`src/rtl/fetch_queue_pkg.sv`:
```
// Shared constants and entry layout for the fetch-to-decode instruction queue.
package fetch_queue_pkg;

    localparam int          WORD_W   = 16;
    localparam logic [15:0] NOP_INST = 16'h0800;
    localparam int          ENTRY_W  = 2 * WORD_W + 1;

    typedef struct packed {
        logic [WORD_W-1:0] inst;
        logic [WORD_W-1:0] pcplus2;
        logic              err;
    } fq_entry_t;

endpackage

```
`src/rtl/fq_storage.sv`:
```
// Entry storage for the fetch queue: one synchronous write port, one async read port.
// Contents are don't-care after reset, so the array carries no reset.
module fq_storage
    import fetch_queue_pkg::*;
#(
    parameter int DEPTH = 2,
    parameter int AW    = 1
) (
    input  logic               clk,
    input  logic               we,
    input  logic [AW-1:0]      waddr,
    input  logic [ENTRY_W-1:0] wdata,
    input  logic [AW-1:0]      raddr,
    output logic [ENTRY_W-1:0] rdata
);

    logic [ENTRY_W-1:0] mem_q [DEPTH];
    logic [ENTRY_W-1:0] mem_d [DEPTH];

    always_comb begin
        mem_d = mem_q;
        if (we) begin
            mem_d[waddr] = wdata;
        end
    end

    always_ff @(posedge clk) begin
        mem_q <= mem_d;
    end

    assign rdata = mem_q[raddr];

endmodule

```
`src/rtl/fetch_queue.sv`:
```
// Instruction buffer between fetch and decode; presents the oldest entry or a NOP,
// and is emptied by a resolved taken branch/jump.
module fetch_queue
    import fetch_queue_pkg::*;
#(
    parameter int DEPTH = 2,
    parameter int AW    = 1
) (
    input  logic        clk,
    input  logic        rst,
    input  logic        if_valid,
    input  logic [15:0] if_inst,
    input  logic [15:0] if_pcplus2,
    input  logic        if_err,
    input  logic        flush,
    input  logic        id_ready,
    output logic        fq_stall,
    output logic        id_valid,
    output logic [15:0] id_inst,
    output logic [15:0] id_pcplus2,
    output logic        id_err,
    output logic        ovf_err
);

    localparam logic [AW:0] FULL_CNT = (AW + 1)'(DEPTH);

    logic [AW-1:0] rd_ptr_q, rd_ptr_d;
    logic [AW-1:0] wr_ptr_q, wr_ptr_d;
    logic [AW:0]   count_q, count_d;
    logic          ovf_err_q, ovf_err_d;

    logic          full;
    logic          pop;
    logic          push;
    fq_entry_t     wr_entry;
    fq_entry_t     rd_entry;
    logic [ENTRY_W-1:0] rd_raw;

    assign full     = (count_q == FULL_CNT);
    assign id_valid = (count_q != '0);
    assign pop      = id_valid & id_ready & ~flush;
    // A pop frees the slot in the same cycle, so a full queue can still accept.
    assign push     = if_valid & ~flush & (~full | pop);

    assign wr_entry = '{inst: if_inst, pcplus2: if_pcplus2, err: if_err};

    fq_storage #(.DEPTH(DEPTH), .AW(AW)) u_storage (
        .clk   (clk),
        .we    (push),
        .waddr (wr_ptr_q),
        .wdata (wr_entry),
        .raddr (rd_ptr_q),
        .rdata (rd_raw)
    );

    assign rd_entry = rd_raw;

    always_comb begin
        rd_ptr_d  = rd_ptr_q;
        wr_ptr_d  = wr_ptr_q;
        count_d   = count_q + {{AW{1'b0}}, push} - {{AW{1'b0}}, pop};
        ovf_err_d = ovf_err_q | (if_valid & ~flush & full & ~pop);
        if (push) begin
            wr_ptr_d = wr_ptr_q + AW'(1);
        end
        if (pop) begin
            rd_ptr_d = rd_ptr_q + AW'(1);
        end
        if (flush) begin
            rd_ptr_d = '0;
            wr_ptr_d = '0;
            count_d  = '0;
        end
    end

    always_ff @(posedge clk or posedge rst) begin
        if (rst) begin
            rd_ptr_q  <= '0;
            wr_ptr_q  <= '0;
            count_q   <= '0;
            ovf_err_q <= 1'b0;
        end else begin
            rd_ptr_q  <= rd_ptr_d;
            wr_ptr_q  <= wr_ptr_d;
            count_q   <= count_d;
            ovf_err_q <= ovf_err_d;
        end
    end

    assign fq_stall   = full;
    assign ovf_err    = ovf_err_q;
    assign id_inst    = id_valid ? rd_entry.inst    : NOP_INST;
    assign id_pcplus2 = id_valid ? rd_entry.pcplus2 : 16'h0000;
    assign id_err     = id_valid ? rd_entry.err     : 1'b0;

endmodule

```
`config.mk`:
```
export PLATFORM = sky130hd
export DESIGN_NAME = fetch_queue
export DESIGN_NICKNAME = d
export VERILOG_FILES = /design/src/rtl/fetch_queue_pkg.sv /design/src/rtl/fq_storage.sv /design/src/rtl/fetch_queue.sv
export SDC_FILE = /design/constraint.sdc
export NUM_CORES = 1
export LEC_CHECK = 0
export ABC_AREA = 0
export BUFFER_PORTS_ARGS = -buffer_cell sky130_fd_sc_hd__buf_2
export CORE_ASPECT_RATIO = 1.75
export CORE_MARGIN = 10
export CORE_UTILIZATION = 49
export CTS_BUF_LIST = sky130_fd_sc_hd__clkbuf_2 sky130_fd_sc_hd__clkbuf_4 sky130_fd_sc_hd__clkbuf_8
export DETAILED_ROUTE_END_ITERATION = 16
export GPL_TIMING_DRIVEN = 0
export HOLD_SLACK_MARGIN = 0.08
export PLACE_DENSITY = 0.77
export SYNTH_ARGS = -nofsm -noshare
export SYNTH_HDL_FRONTEND = slang
export SYNTH_SLANG_ARGS = --single-unit
```
`constraint.sdc`:
```
create_clock -name clk -period 4.51 [get_ports clk]
set_clock_uncertainty 0.2 [all_clocks]
set_input_delay 0.902 -clock clk [delete_from_list [all_inputs] [get_ports clk]]
set_output_delay 0.902 -clock clk [all_outputs]
set_load 0.02 [all_outputs]
```
# Yosys cells after proc, flatten, opt, wreduce, memory -nomap -nowiden

Cells that the tools add are included.

Register bits after elaboration: 71
Bits in latches: 0
Bits in writable memories: 0
Memory bits (read-only): 0
Input port bits: 38
Output and inout port bits: 36
Logic and storage cells: 45
Memories: 0

Add/subtract/negate cells: 4
Multipliers: 0
Divide/modulo/power cells: 0
$lt $le $gt $ge: 3
Equality and inequality tests: 1
Shifts and indexed selects: 0
Mux-type cells: 14
Bitwise gates (word level): 13
Reduce and logical (&&, ||, !) cells: 4

Operators with widths:

| cell                                                                         | number |
|---|---|
| 33-bit two-way mux                                                           | 4 |
| 66-bit bitwise mux                                                           | 1 |
| 33-bit demux with 1-bit select                                               | 1 |
| 16-bit two-way mux                                                           | 2 |
| 1-bit AND                                                                    | 6 |
| 2-bit nonzero test                                                           | 3 |
| 1-bit two-way mux                                                            | 5 |
| 2-bit greater-or-equal comparator, second input constant                     | 2 |
| 1-bit NOT with 2-bit output                                                  | 2 |
| 1-bit NOT                                                                    | 3 |
| 1-bit adder, second input constant                                           | 2 |
| 2-bit by 1-bit adder with 2-bit output                                       | 1 |
| 2-bit equality test, second input constant                                   | 1 |
| 2-bit by 1-bit less-than comparator with 1-bit output, second input constant | 1 |
| 2-bit two-way mux                                                            | 1 |
| 1-bit bitwise OR                                                             | 2 |
| 2-bit by 1-bit subtractor with 2-bit output                                  | 1 |
| 1-bit logical AND                                                            | 1 |

# Depth between registers and ports, before layout

Depth after elaboration: 8
Mapped depth: 7
Mapped depth without buffers: 7

# Modules after synthesis

A second synthesis with hierarchy kept.

Cells, all modules: 171
Area total of the unflattened synthesis: 3,049.2 um^2

By module, submodules not included:

| module      | instances | cells each | area an instance (um^2) | sequential area each (um^2) |
|---|---|---|---|---|
| fq_storage  | 1         | 105        | 2,549.9                 | 1,981.9 |
| fetch_queue | 1         | 66         | 499.2                   | 125.1 |

# Worst setup path before layout

OpenSTA, ideal clock, no wires.

Path type: input-to-reg
From: input if_valid
To: register u_storage.mem_q[0] (netlist name), enable pin
Library setup time: 518 ps
Arrival: 4,458 ps
Required time: 3,792 ps
Setup slack: -666 ps
Cell stages on the path: 2
Path buffers: 0
Cell sequence: inv_1 > nor4b_1

Cells in the longest elaborated chain, start to end: 2

RTL lines:

| what                    | line              | text |
|---|---|---|
| start: declaration      | fetch_queue.sv:11 | `input logic if_valid,` |
| 1-bit AND (2 in series) | fetch_queue.sv:43 | `assign push = if_valid & ~flush & (~full \| pop);` |
| end signal: assignment  | fq_storage.sv:28  | `mem_q <= mem_d;` |
| end: declaration        | fq_storage.sv:17  | `logic [ENTRY_W-1:0] mem_q [DEPTH];` |

No other way between the ends.
A chain may end at the register's enable or synchronous reset.

# Final worst setup path

From: register count_q[0]
To: output id_pcplus2[6]

Cells in the longest elaborated chain, start to end: 2

RTL lines:

| what                     | line              | text |
|---|---|---|
| start: declaration       | fetch_queue.sv:29 | `logic [AW:0] count_q, count_d;` |
| start signal: assignment | fetch_queue.sv:85 | `count_q <= count_d;` |
| 2-bit nonzero test       | fetch_queue.sv:40 | `assign id_valid = (count_q != '0);` |
| 16-bit two-way mux       | fetch_queue.sv:93 | `assign id_pcplus2 = id_valid ? rd_entry.pcplus2 : 16'h0000;` |
| end: declaration         | fetch_queue.sv:20 | `output logic [15:0] id_pcplus2,` |

No other way between the ends.

==> summary.txt <==
======================================================================================
Run status                                                                complete, no violations
Setup-failing EPs final                                                              0
Die Y                                                                      120 microns
Number of clock sinks seen by CTS                                                   71
Worst Path Class, Setup                                                   flip-flop to output pin
Unrepaired setup endpoints after global routing                                  false
Warnings, synthesis                                                                  0
TNS Setup                                                                         0 ps
Drc violations                                                                       0
Total power                                                                    1.54 mW
Synth area leaders                                                        edfxtp_1 71%, mux2i_1 12%, nor2_1 4.7%, dfrtp_1 4.5%, buf_4 0.81%
Syn_area_per_cell                                                           16.3 sq um
Post-Syn Nets                                                                      209
Share of the cycle needed by the critical path after routing                     0.612
Die extent in x                                                           76.9 microns
Number of standard cells after synthesis                                           170
CTS max path bufs                                                                    2
Final hold violation count                                                           0
Top cell type's share of synthesized area                                        0.714
Max frequency                                                                  362 MHz
Boundary pin count                                                                  74
Clk pin slew, worst setup/hold paths                                             70 ps
Final-stage net count                                                              297
Worst hold-check path type                                                primary input to asynchronous set/reset pin
GRT Util Overall                                                                 0.124
Cell at the root of the clock tree                                            clkbuf_8
Post-Place Setup Slack                                                         1870 ps
Detailed-route wire length per cell                                       16.0 microns
PortBufs                                                                            73
Final worst path period need                                                   2760 ps
Largest fanout of any net on the critical path                                      10
Number of distinct standard cells referenced by the synthesized netlist             22
Clock tree from TritonCTS                                                         done
Number of buffers inserted for hold repair after clock tree synthesis                0
FP Rows                                                                             36
Number of buffers created by CTS                                                     9
Clock latency on the worst-skew pair                                            330 ps
Req. time, crit path                                                           3410 ps
Initial standard-cell utilization of the core                                    0.501
Worst supply voltage drop on vdd                                              0.453 mV
Pins Over Slew Limit                                                                 0
Total of fill cells in the finished design                                         441
Number of antenna violations at the first check in global routing                    0
DRC violation total after the first TritonRoute iteration                          118
Static leakage power                                                           1.38 nW
Share of synthesized flip-flops with an asynchronous set or reset               0.0704
Worst Setup End Kind                                                        output pin
Total gr overflow                                                                    0
Number of synthesized flops with an enable pin                                      66
Via count normalized by instance count                                            4.84
Vias in the first global route                                                    1784
Synth Cell Area                                                             2780 sq um
Worst rel slew slack                                                             0.438
Register area share after synthesis                                              0.759
Post-synth top flop                                                           edfxtp_1
Area added between synthesis and finish                                          27.1%
Pin count of the biggest net entering global routing                                16
Hold Worst Slack                                                                255 ps
Detailed-router iteration count before antenna repair                                4
Detailed-placement wirelength estimate                                         4.08 mm
Core area                                                                   5540 sq um
Wire length of the first global-routing pass                                   8.77 mm
PnR worst setup slack                                                          1750 ps
Number of synthesized register bits                                                 71
Post-CTS Setup Inserts                                                               0
Crit path arrival time                                                         1660 ps
Diode count                                                                          0
Maximum capacitance violations                                                       0
Total number of vias                                                              1640
Critical Path Start Type                                                     flip-flop
Antenna-violating nets left                                                          0
Final wirelength                                                               5.44 mm
Measured slew at the worst slew-check pin                                       841 ps
CTS H-tree lvls                                                                      3
Sequential cell area                                                        2110 sq um
Multi-input gate area                                                        641 sq um
Layout cells sized above 1                                                       0.399
Post-cts sizing count                                                                0
Power Dens Cells                                                           437 nW/um^2
RePlAce Congestion                                                               0.773
Die area                                                                    9190 sq um
Library cell with the largest summed area after synthesis                     edfxtp_1
======================================================================================
==> power by group <==
| part | total (mW) | leakage [nW] | internal, mW | switching [mW] |
|---|---|---|---|---|
| Combinational | 0.246 | 0.605 | 0.0926 | 0.153 |
| Sequential | 0.764 | 0.672 | 0.754 | 0.0104 |
| Clock | 0.533 | 0.106 | 0.315 | 0.218 |
==> final timing paths <==
kind	from	endpoint	slack, ps	depth (start not counted)
hold reg to reg	ovf_err	ovf_err	270	1
min in group clk	ovf_err	ovf_err	270	1
max in group asynchronous	rst	rd_ptr_q	3680	2
hold / removal	rst	ovf_err	260	2
setup / recovery	count_q[0]	id_pcplus2[6]	1750	4
setup reg to reg	count_q[0]	count_q[1]	2450	7
==> cell usage in the layout, fill, tap and decap left out <==
| cell type | n |
|---|---|
| buf_4 | 3 |
| buf_6 | 4 |
| a31o_2 | 1 |
| bufinv_16 | 2 |
| mux2i_1 | 33 |
| inv_1 | 4 |
| mux2_2 | 1 |
| nand2_1 | 1 |
| a311oi_1 | 1 |
| nor4b_4 | 1 |
| o211ai_1 | 1 |
| o21ai_0 | 1 |
| clkinvlp_4 | 2 |
| clkbuf_8 | 9 |
| buf_2 | 77 |
| clkinv_2 | 2 |
| nor2b_1 | 3 |
| ha_1 | 1 |
| and4bb_2 | 1 |
| dfrtp_1 | 5 |
| nand2b_1 | 3 |
| nor2_1 | 35 |
| a21oi_1 | 2 |
| nor4_4 | 1 |
| xor2_1 | 1 |
| edfxtp_1 | 66 |
| nor3b_1 | 1 |
| clkbuf_4 | 1 |
==> synthesized netlist by cell type, types with 2 or more instances <==
cell type   n
dfrtp_1     5
buf_2       4
inv_1       4
a21oi_1     2
nor2b_1     3
buf_4       3
edfxtp_1   66
nand2b_1    3
mux2i_1    33
nor2_1     35
==> stage by stage <==
stage                util  cell area, sq um  std cells
finish              0.637              3530        339
global route        0.637              3530        339
global placement    0.586              3250        319
CTS                 0.637              3530        339
detailed placement  0.598              3310        323
floorplan               -              2790        170
==> final cells by class <==
| cell class | count | share of cell area |
|---|---|---|
| repair buffers | 77 | 0.116 |
| clock inverters | 6 | 0.0241 |
| inverters | 4 | 0.00426 |
| well taps | 76 | 0.0270 |
| flip-flops and latches | 71 | 0.597 |
| clock buffers | 10 | 0.0372 |
| plain buffers | 7 | 0.0121 |
| multi-input cells | 88 | 0.182 |
==> cell families (layout without fill, tap and decap cells) <==
kind of cell | Yosys count | count (layout) | share of synthesized area
AO/OA/AOI/OAI | 6 | 6 | 0.0144
XOR/XNOR | 1 | 1 | 0.00316
adder cells (fa/ha/maj) | 1 | 1 | 0.00451
buffers and inverters | 11 | 104 | 0.0207
flip-flops | 71 | 71 | 0.759
multiplexers | 34 | 34 | 0.123
AND/OR/NAND/NOR | 46 | 46 | 0.0748
==> sequential cells by signal, indices dropped and copies added, names as in the netlist <==
| name | count |
|---|---|
| u_storage.mem_q | 66 |
| count_q | 2 |
| ovf_err | 1 |
| rd_ptr_q | 1 |
| wr_ptr_q | 1 |
==> worst max-delay path: stages, from the launching register on <==
cell and delay [ps]:
dfrtp_1 450, nor2_1 320, buf_2 300, nor2_1 90
buf_2 160
==> metal layers <==
layer | up-vias | track usage | wire, microns
li1 | 807 | - | -
met1 | 777 | 0.115 | 1980
met2 | 47 | 0.222 | 2980
met3 | 9 | 0.0583 | 384
met4 | 0 | 0.0607 | 97
met5 | - | 0 | 0
No activity file was read; power rests on OpenSTA's default activity.
